## config.mk

```make
export PLATFORM = sky130hd
export DESIGN_NAME = pipe_stage_skid
export DESIGN_NICKNAME = d
export VERILOG_FILES = /design/src/rtl/pipe_pkg.sv /design/src/rtl/pipe_entry.sv /design/src/rtl/pipe_stage_skid.sv
export SDC_FILE = /design/constraint.sdc
export NUM_CORES = 1
export LEC_CHECK = 0
export ABC_AREA = 1
export BUFFER_PORTS_ARGS = -buffer_cell sky130_fd_sc_hd__buf_2
export CORE_ASPECT_RATIO = 0.6
export CORE_MARGIN = 8
export CORE_UTILIZATION = 50
export DETAILED_ROUTE_END_ITERATION = 10
export HOLD_SLACK_MARGIN = 0.1
export PLACE_DENSITY = 0.8
export SLEW_MARGIN = 30
export SYNTH_ARGS = -nofsm -noshare
export SYNTH_HDL_FRONTEND = slang
export SYNTH_HIERARCHICAL = 1
export SYNTH_SLANG_ARGS = --single-unit
```

## constraint.sdc

```tcl
create_clock -name clk -period 2.2 [get_ports clk]
set_input_delay 0.22 -clock clk [delete_from_list [all_inputs] [get_ports clk]]
set_output_delay 0.22 -clock clk [all_outputs]
set_load 0.03 [all_outputs]
```

## src/rtl/pipe_pkg.sv

```systemverilog
// Shared pipeline definitions: occupancy encoding for handshaked stage
// registers and the saturating increment used by the stall counters.
package pipe_pkg;

    // Encoded as {skid_valid, main_valid}; 2'b10 cannot occur.
    localparam logic [1:0] OCC_EMPTY = 2'b00;
    localparam logic [1:0] OCC_ONE   = 2'b01;
    localparam logic [1:0] OCC_FULL  = 2'b11;

    function automatic logic [63:0] sat_inc(input logic [63:0] val, input int unsigned width);
        logic [63:0] max_val;
        max_val = (width >= 64) ? {64{1'b1}} : ((64'd1 << width) - 64'd1);
        return (val >= max_val) ? max_val : (val + 64'd1);
    endfunction

endpackage

```

## src/rtl/pipe_entry.sv

```systemverilog
// One pipeline entry: valid + ctrl + data with load, valid-drop and clear.
// Clear always zeroes ctrl; data is zeroed only when CLR_DATA is set.
module pipe_entry #(
    parameter int CTRL_W   = 16,
    parameter int DATA_W   = 128,
    parameter int CLR_DATA = 1
) (
    input  logic              clk,
    input  logic              rst_n,
    input  logic              clr_i,
    input  logic              ld_i,
    input  logic              drop_i,
    input  logic [CTRL_W-1:0] ctrl_i,
    input  logic [DATA_W-1:0] data_i,
    output logic              valid_o,
    output logic [CTRL_W-1:0] ctrl_o,
    output logic [DATA_W-1:0] data_o
);

    logic              valid_q;
    logic [CTRL_W-1:0] ctrl_q;
    logic [DATA_W-1:0] data_q;

    always_ff @(posedge clk or negedge rst_n) begin
        if (!rst_n) begin
            valid_q <= 1'b0;
            ctrl_q  <= '0;
            data_q  <= '0;
        end else if (clr_i) begin
            valid_q <= 1'b0;
            ctrl_q  <= '0;
            if (CLR_DATA != 0) begin
                data_q <= '0;
            end
        end else if (ld_i) begin
            valid_q <= 1'b1;
            ctrl_q  <= ctrl_i;
            data_q  <= data_i;
        end else if (drop_i) begin
            valid_q <= 1'b0;
        end
    end

    assign valid_o = valid_q;
    assign ctrl_o  = ctrl_q;
    assign data_o  = data_q;

endmodule

```

## src/rtl/pipe_stage_skid.sv

```systemverilog
// Handshaked pipeline stage register with a 2-entry skid buffer, flush,
// halt and a saturating back-pressure counter. Outputs come from main only.
module pipe_stage_skid
    import pipe_pkg::*;
#(
    parameter int CTRL_W   = 16,
    parameter int DATA_W   = 128,
    parameter int CLR_DATA = 1,
    parameter int CNT_W    = 16
) (
    input  logic              clk,
    input  logic              rst_n,
    input  logic              flush,
    input  logic              hlt,
    input  logic              in_valid,
    output logic              in_ready,
    input  logic [CTRL_W-1:0] in_ctrl,
    input  logic [DATA_W-1:0] in_data,
    output logic              out_valid,
    input  logic              out_ready,
    output logic [CTRL_W-1:0] out_ctrl,
    output logic [DATA_W-1:0] out_data,
    output logic [CNT_W-1:0]  stall_cnt,
    input  logic              stall_clr
);

    logic              main_valid, skid_valid;
    logic [CTRL_W-1:0] skid_ctrl;
    logic [DATA_W-1:0] skid_data;
    logic              in_xfer, out_xfer;
    logic              main_ld, main_from_skid, main_drop, skid_ld, skid_drop;
    logic [CTRL_W-1:0] main_ctrl_d;
    logic [DATA_W-1:0] main_data_d;
    logic [CNT_W-1:0]  stall_cnt_q, stall_cnt_d;

    // Halt gates both handshakes, so every transition below sees no transfer.
    assign in_ready  = !skid_valid && !hlt;
    assign out_valid = main_valid && !hlt;
    assign in_xfer   = in_valid && in_ready;
    assign out_xfer  = out_valid && out_ready;

    always_comb begin
        main_ld        = 1'b0;
        main_from_skid = 1'b0;
        main_drop      = 1'b0;
        skid_ld        = 1'b0;
        skid_drop      = 1'b0;
        case ({skid_valid, main_valid})
            OCC_EMPTY: main_ld = in_xfer;
            OCC_ONE: begin
                if (out_xfer) begin
                    main_ld   = in_xfer;
                    main_drop = !in_xfer;
                end else begin
                    skid_ld = in_xfer;
                end
            end
            OCC_FULL: begin
                if (out_xfer) begin
                    main_ld        = 1'b1;
                    main_from_skid = 1'b1;
                    skid_drop      = 1'b1;
                end
            end
            default: ;
        endcase
    end

    assign main_ctrl_d = main_from_skid ? skid_ctrl : in_ctrl;
    assign main_data_d = main_from_skid ? skid_data : in_data;

    pipe_entry #(.CTRL_W(CTRL_W), .DATA_W(DATA_W), .CLR_DATA(CLR_DATA)) u_main (
        .clk     (clk),
        .rst_n   (rst_n),
        .clr_i   (flush),
        .ld_i    (main_ld),
        .drop_i  (main_drop),
        .ctrl_i  (main_ctrl_d),
        .data_i  (main_data_d),
        .valid_o (main_valid),
        .ctrl_o  (out_ctrl),
        .data_o  (out_data)
    );

    pipe_entry #(.CTRL_W(CTRL_W), .DATA_W(DATA_W), .CLR_DATA(CLR_DATA)) u_skid (
        .clk     (clk),
        .rst_n   (rst_n),
        .clr_i   (flush),
        .ld_i    (skid_ld),
        .drop_i  (skid_drop),
        .ctrl_i  (in_ctrl),
        .data_i  (in_data),
        .valid_o (skid_valid),
        .ctrl_o  (skid_ctrl),
        .data_o  (skid_data)
    );

    // Clear wins over increment; a stall cycle is one where main is blocked.
    always_comb begin
        stall_cnt_d = stall_cnt_q;
        if (stall_clr) begin
            stall_cnt_d = '0;
        end else if (main_valid && !out_ready && !hlt && !flush) begin
            stall_cnt_d = CNT_W'(sat_inc(64'(stall_cnt_q), CNT_W));
        end
    end

    always_ff @(posedge clk or negedge rst_n) begin
        if (!rst_n) begin
            stall_cnt_q <= '0;
        end else begin
            stall_cnt_q <= stall_cnt_d;
        end
    end

    assign stall_cnt = stall_cnt_q;

endmodule
```

== Yosys cells after proc, flatten, opt, wreduce, memory -nomap -nowiden ==
Cells that the tools add are included.
Operators by class
  equal/unequal tests: 2
  order comparisons: 1
  multiplexer cells: 27
  add/subtract/negate cells: 1
  reductions and logical operators: 18
Operators by type and width (number)
  $mux W128: 5
  $mux W16: 8
  $add A16 B1 Y16 const B: 1
  $ge A16 B16 Y1 const B: 1
  $mux W1: 13
  $logic_and A1 B1 Y1: 7
  $reduce_bool A2 Y1: 3
  $reduce_bool A3 Y1: 2
  $logic_not A1 Y1: 5
  $pmux W1 S3: 1
  $eq A2 B1 Y1 const B: 1
  $eq A2 B2 Y1 const B: 1
  $logic_not A2 Y1: 1
Storage, ports and cells
  logic and storage cells: 56
  output and inout port bits: 162
  flip-flop bits (word level): 306
  input port bits: 151

== Depth between registers and ports, before layout ==
  word-level depth: 9
  gate-level depth with buffers: 11
  depth with buffers taken out: 9

== By module ==
Netlist, hierarchy kept.
Modules (own cells, without submodules)
  pipe_entry: area an instance 5664.2 sq um, cells an instance 629, sequential area each 3628.5 sq um, times used 2
  pipe_stage_skid: area an instance 3104.2 sq um, cells an instance 333, sequential area each 400.4 sq um, times used 1

== Least setup slack after synthesis ==
OpenSTA, ideal clock, no wires.
  kind: register -> register
  start point: register u_skid.valid_q, in the netlist u_skid/valid_o
  end point: register u_skid.ctrl_q[1], in the netlist u_skid/ctrl_o[1]
  arrival time: 1.887 ns
  setup time: 0.066 ns
  buffers on the path: 3
  data required time: 2.134 ns
  clock period less this slack: 1.954 ns
  cell stages (with the launch flop): 9
  slack: 0.246 ns
  path through: dfrtp_1 -> nor2_1 -> nand2_1 -> nor2_1 -> buf_4 -> buf_4 -> buf_2 -> nand3_1 -> nand2_1
Between the ends
  longest elaborated chain between the ends: 6
  elaborated cells between the ends (all ways): 7
  those cells by class: 1 x eq/ne; 2 x mux; 4 x reduce/logical
Ends and longest elaborated chain
  start: declaration: RTL line pipe_entry.sv:20  | logic valid_q;
  start signal: assignment: RTL line pipe_entry.sv:26  | valid_q <= 1'b0;
  start signal: assignment: RTL line pipe_entry.sv:30  | valid_q <= 1'b0;
  start signal: assignment: RTL line pipe_entry.sv:36  | valid_q <= 1'b1;
  $logic_not A1 Y1: RTL line pipe_stage_skid.sv:37  | assign in_ready = !skid_valid && !hlt;
  $logic_and A1 B1 Y1: RTL line pipe_stage_skid.sv:37
  named net in_ready: RTL line pipe_stage_skid.sv:16  | output logic in_ready,
  $logic_and A1 B1 Y1: RTL line pipe_stage_skid.sv:39  | assign in_xfer = in_valid && in_ready;
  $mux W1: RTL line pipe_stage_skid.sv:51  | if (out_xfer) begin
  $mux W1: RTL line pipe_stage_skid.sv:48  | case ({skid_valid, main_valid})
  named net skid_ld: RTL line pipe_stage_skid.sv:31  | logic main_ld, main_from_skid, main_drop, skid_ld, skid_drop;
  $reduce_bool A2 Y1 (no source line)
  end signal: assignment: RTL line pipe_entry.sv:37  | ctrl_q <= ctrl_i;
  end: declaration: RTL line pipe_entry.sv:21  | logic [CTRL_W-1:0] ctrl_q;
The timed path passes the listed nets, and every way through them passes these cells.
A chain may end at the register's enable or synchronous reset.

== Worst setup path after layout ==
  start point: register u_main.valid_q, in the netlist u_main/valid_o
  end point: register u_main.data_q[68], in the netlist u_main/data_o[68]
Between the ends
  longest elaborated chain between the ends: 7
  elaborated cells between the ends (all ways): 13
  those cells by class: 2 x eq/ne; 7 x mux; 4 x reduce/logical
Ends and longest elaborated chain
  start: declaration: RTL line pipe_entry.sv:20
  start signal: assignment: RTL line pipe_entry.sv:26
  start signal: assignment: RTL line pipe_entry.sv:30
  start signal: assignment: RTL line pipe_entry.sv:36
  $logic_and A1 B1 Y1: RTL line pipe_stage_skid.sv:38  | assign out_valid = main_valid && !hlt;
  $logic_and A1 B1 Y1: RTL line pipe_stage_skid.sv:40  | assign out_xfer = out_valid && out_ready;
  $mux W1: RTL line pipe_stage_skid.sv:59  | if (out_xfer) begin
  $mux W1 *: RTL line pipe_stage_skid.sv:48
  $mux W128 *: RTL line pipe_stage_skid.sv:70  | assign main_data_d = main_from_skid ? skid_data : in_data;
  named net main_data_d[68]: RTL line pipe_stage_skid.sv:33  | logic [DATA_W-1:0] main_data_d;
  $mux W128 *: RTL line pipe_entry.sv:35  | end else if (ld_i) begin
  $mux W128 *: RTL line pipe_entry.sv:29  | end else if (clr_i) begin
  end signal: assignment: RTL line pipe_entry.sv:38  | data_q <= data_i;
  end: declaration: RTL line pipe_entry.sv:22  | logic [DATA_W-1:0] data_q;
The timed path passes the listed nets; every way through them passes the cells marked *. The select of a mux whose other input is x is not followed.

==> summary.md <==
| Metric | Value |
|---|---|
| Status | `finished clean` |
| CTS sink cnt | `306` |
| Max stage delay on crit path | `400 ps` |
| Clock Latency Late Sink | `560 ps` |
| Layout area overhead | `30.6%` |
| Post-Syn Area | `14,400 µm²` |
| Total GRT Usage | `0.251` |
| Number of port buffers | `312` |
| Largest net degree at the start of global routing | `93` |
| Hpwl dp | `27.4 mm` |
| Leading cell types in the layout, fill and taps excluded | `654 x nand2_1, 311 x buf_2, 306 x dfrtp_1, 302 x nand3_1, 146 x dlygate4sd3_1` |
| Worst vdd ir | `455 µV` |
| Worst-margin pin slew | `602 ps` |
| Data required, critical path | `2640 ps` |
| P_leak | `10.5 nW` |
| Max-cap check violation count | `0` |
| Initial antenna violation count | `5` |
| Initial Util | `0.505` |
| Std-Cell Core Area | `28,600 µm²` |
| Cts bufs inserted | `29` |
| Fin crit share | `0.871` |
| Reg clk slew, reported paths | `70 ps` |
| Share of the synthesized area in the top cell type | `0.531` |
| Die ar. | `34,700 µm²` |
| Htree depth | `1` |
| RSZ-0062 raised after global routing | `no` |
| Area leader, netlist | `dfrtp_1` |
| FF+latch count, synth | `306` |
| First-pass GRT wire length | `72.1 mm` |
| DIE WIDTH | `235 µm` |
| Worst path bufs/invs | `3` |
| Final min period | `1920 ps` |
| Slew Limit Fails | `0` |
| Final setup viols | `0` |
| Cells after synthesis | `1,591` |
| Die Y-Extent | `148 µm` |
| Most common cell after layout, fill and taps aside | `nand2_1` |
| Worst setup EP type | `flip-flop` |
| Power after layout | `13.5 mW` |
| Most Frequent Cell on Critical Path | `buf_12` |
| Post-DR wirelength/cell | `18.6 µm` |
| RD Place Congestion | `0.860` |
| Hold_buf cts | `146` |
| Clock skew | `12.8 ps` |
| Vias in the first global route | `13,700` |
| Root Buffer | `clkbuf_16` |
| Final WL | `44.8 mm` |
| Layout filler cell count | `2,120` |
| Slowest library cell on the worst path | `dfrtp_1` |
| Worst setup SP type | `flip-flop` |
| Power per cell area | `718 nW/µm²` |
| Placed cells | `2,202` |
| Yosys warning total | `6` |
| Type of the tightest min-delay check | `input pin to flip-flop` |
| Setup CP Type | `flip-flop to flip-flop` |
| Fin cells | `2,407` |
| Max frequency | `522 MHz` |
| Row cnt | `48` |
| DRC viols | `0` |
| CP max FO | `23` |
| Fin. Hold Viols | `0` |
| Relative slew slack | `0.599` |
| Worst path top cell family by delay | `simple AND/OR/NAND/NOR gates` |
| Antenna-violating nets left | `0` |
| Net Count, Synth | `1,743` |
| Longest Clk Path Bufs | `3` |
| Nets | `2,156` |
| Vias/cell | `5.49` |
| CTS tree | `built` |
| Synth cell types | `24` |
| Overflow after GRT | `0` |
| Pre-CTS WS | `326 ps` |
| DR vias | `13,200` |
| Drt first-iter violations | `1,237` |
| Final Worst Setup Slack | `283 ps` |
| Register area share after synthesis | `0.531` |
| Crit-path cells | `inv_2, nor2_4, nand2_2, nor2_8, buf_12, buf_12, mux2_2, nand3_1, nand2_1` |
| Mapped Avg Cell Area | `9.07 µm²` |
| Synth top area cells | `dfrtp_1 53%, nand2_1 17%, nand3_1 10%` |
| Fin Setup TNS | `0 ps` |
| Share of layout cells above drive strength 1 | `0.272` |
| Resize count post-CTS | `0` |
| Critical path data arrival time | `2360 ps` |
| # Post-CTS Setup Buffers | `0` |
| Io pins | `313` |
| DR pass1 iterations | `6` |
==> kinds of logic after synthesis <==
logic type / after synthesis / share of synthesized area
AOI/OAI and AO/OA: 10 / 0.00364
xor gates and xnor gates: 7 / 0.00425
adders and majority gates: 1 / 0.000867
buffers and inverters: 134 / 0.0482
DFF: 306 / 0.531
muxes: 144 / 0.125
and+or+nand+nor: 989 / 0.287
==> tightest hold or removal path, cell delays in order <==
cell,delay (ps)
buf_2,130
nor2_1,60
buf_4,180
nand2_1,70
nand2_1,40
==> registers in the layout (all words and copies together), names as in the netlist <==
| signal | count |
|---|---|
| u_main/valid_o | 1 |
| stall_cnt | 16 |
| u_skid/data_o | 128 |
| u_main/ctrl_o | 16 |
| u_main/data_o | 128 |
| u_skid/ctrl_o | 16 |
| u_skid/valid_o | 1 |
==> metrics by stage <==
stage          cell area [µm²]   util  hold WS (ps)
5_1_grt                  18900  0.659           178
6_report                 18900  0.659           189
2_1_floorplan            14400      -         -75.6
3_3_place_gp             16400  0.573           199
4_1_cts                  18800  0.659           152
3_5_place_dp             16400  0.573           195
==> path summary, 6_finish.rpt <==
path                                        start                  to  slack, ps  cells after the start
min in group asynchronous                   rst_n  u_main/data_o[109]        200                      2
worst min register to register  u_main/data_o[29]   u_main/data_o[29]        470                      2
worst max-delay path               u_main/valid_o   u_main/data_o[68]        280                      9
worst min-delay path                    stall_clr       stall_cnt[10]        190                      5
worst max register to register     u_main/valid_o   u_main/data_o[68]        280                      9
max in group asynchronous                   rst_n   u_skid/data_o[11]       1240                      3
==> per-layer routing <==
metal  up-vias  routed length [µm]  track usage  part of all wire
li1       6012                   -            -                 -
met1      6352               17500        0.313              0.39
met2       691               21500        0.419              0.48
met3       153                3710       0.0554             0.083
met4         0                2020        0.111             0.045
met5         -                   0            0                 0
==> cell type report <==
| type | instances | area, µm² | share of cell area |
|---|---|---|---|
| Timing Repair Buffer | 492 | 3530 | 0.187 |
| Antenna cell | 5 | 12.5 | 0.000664 |
| Clock buffer | 38 | 810 | 0.0429 |
| Inverter | 24 | 97.6 | 0.00518 |
| Multi-Input combinational cell | 1151 | 6090 | 0.323 |
| Clock inverter | 16 | 193 | 0.0102 |
| Tap cell | 375 | 469 | 0.0249 |
| Sequential cell | 306 | 7660 | 0.406 |
==> synth_stat cells <==
cell        n
buf_12      5
buf_2      41
buf_4      13
buf_8       1
clkbuf_1   50
dfrtp_1   306
ha_1        1
inv_1      21
inv_2       3
mux2_2     95
mux2_4     49
nand2_1   654
nand2_2     2
nand3_1   302
nand4_1     3
nor2_1     20
nor2_2      1
nor2_4      3
nor2_8      1
nor3_1      3
o211ai_1    1
o21ai_0     9
xnor2_1     1
xor2_1      6
==> report_power, final <==
part | switching (mW) | total (mW) | internal [mW] | leakage [nW]
sequential | 0.170 | 6.06 | 5.89 | 4.21
combinational | 1.39 | 2.15 | 0.767 | 5.78
clock | 2.25 | 5.32 | 3.07 | 0.495
(Power assumes the default switching activity.)
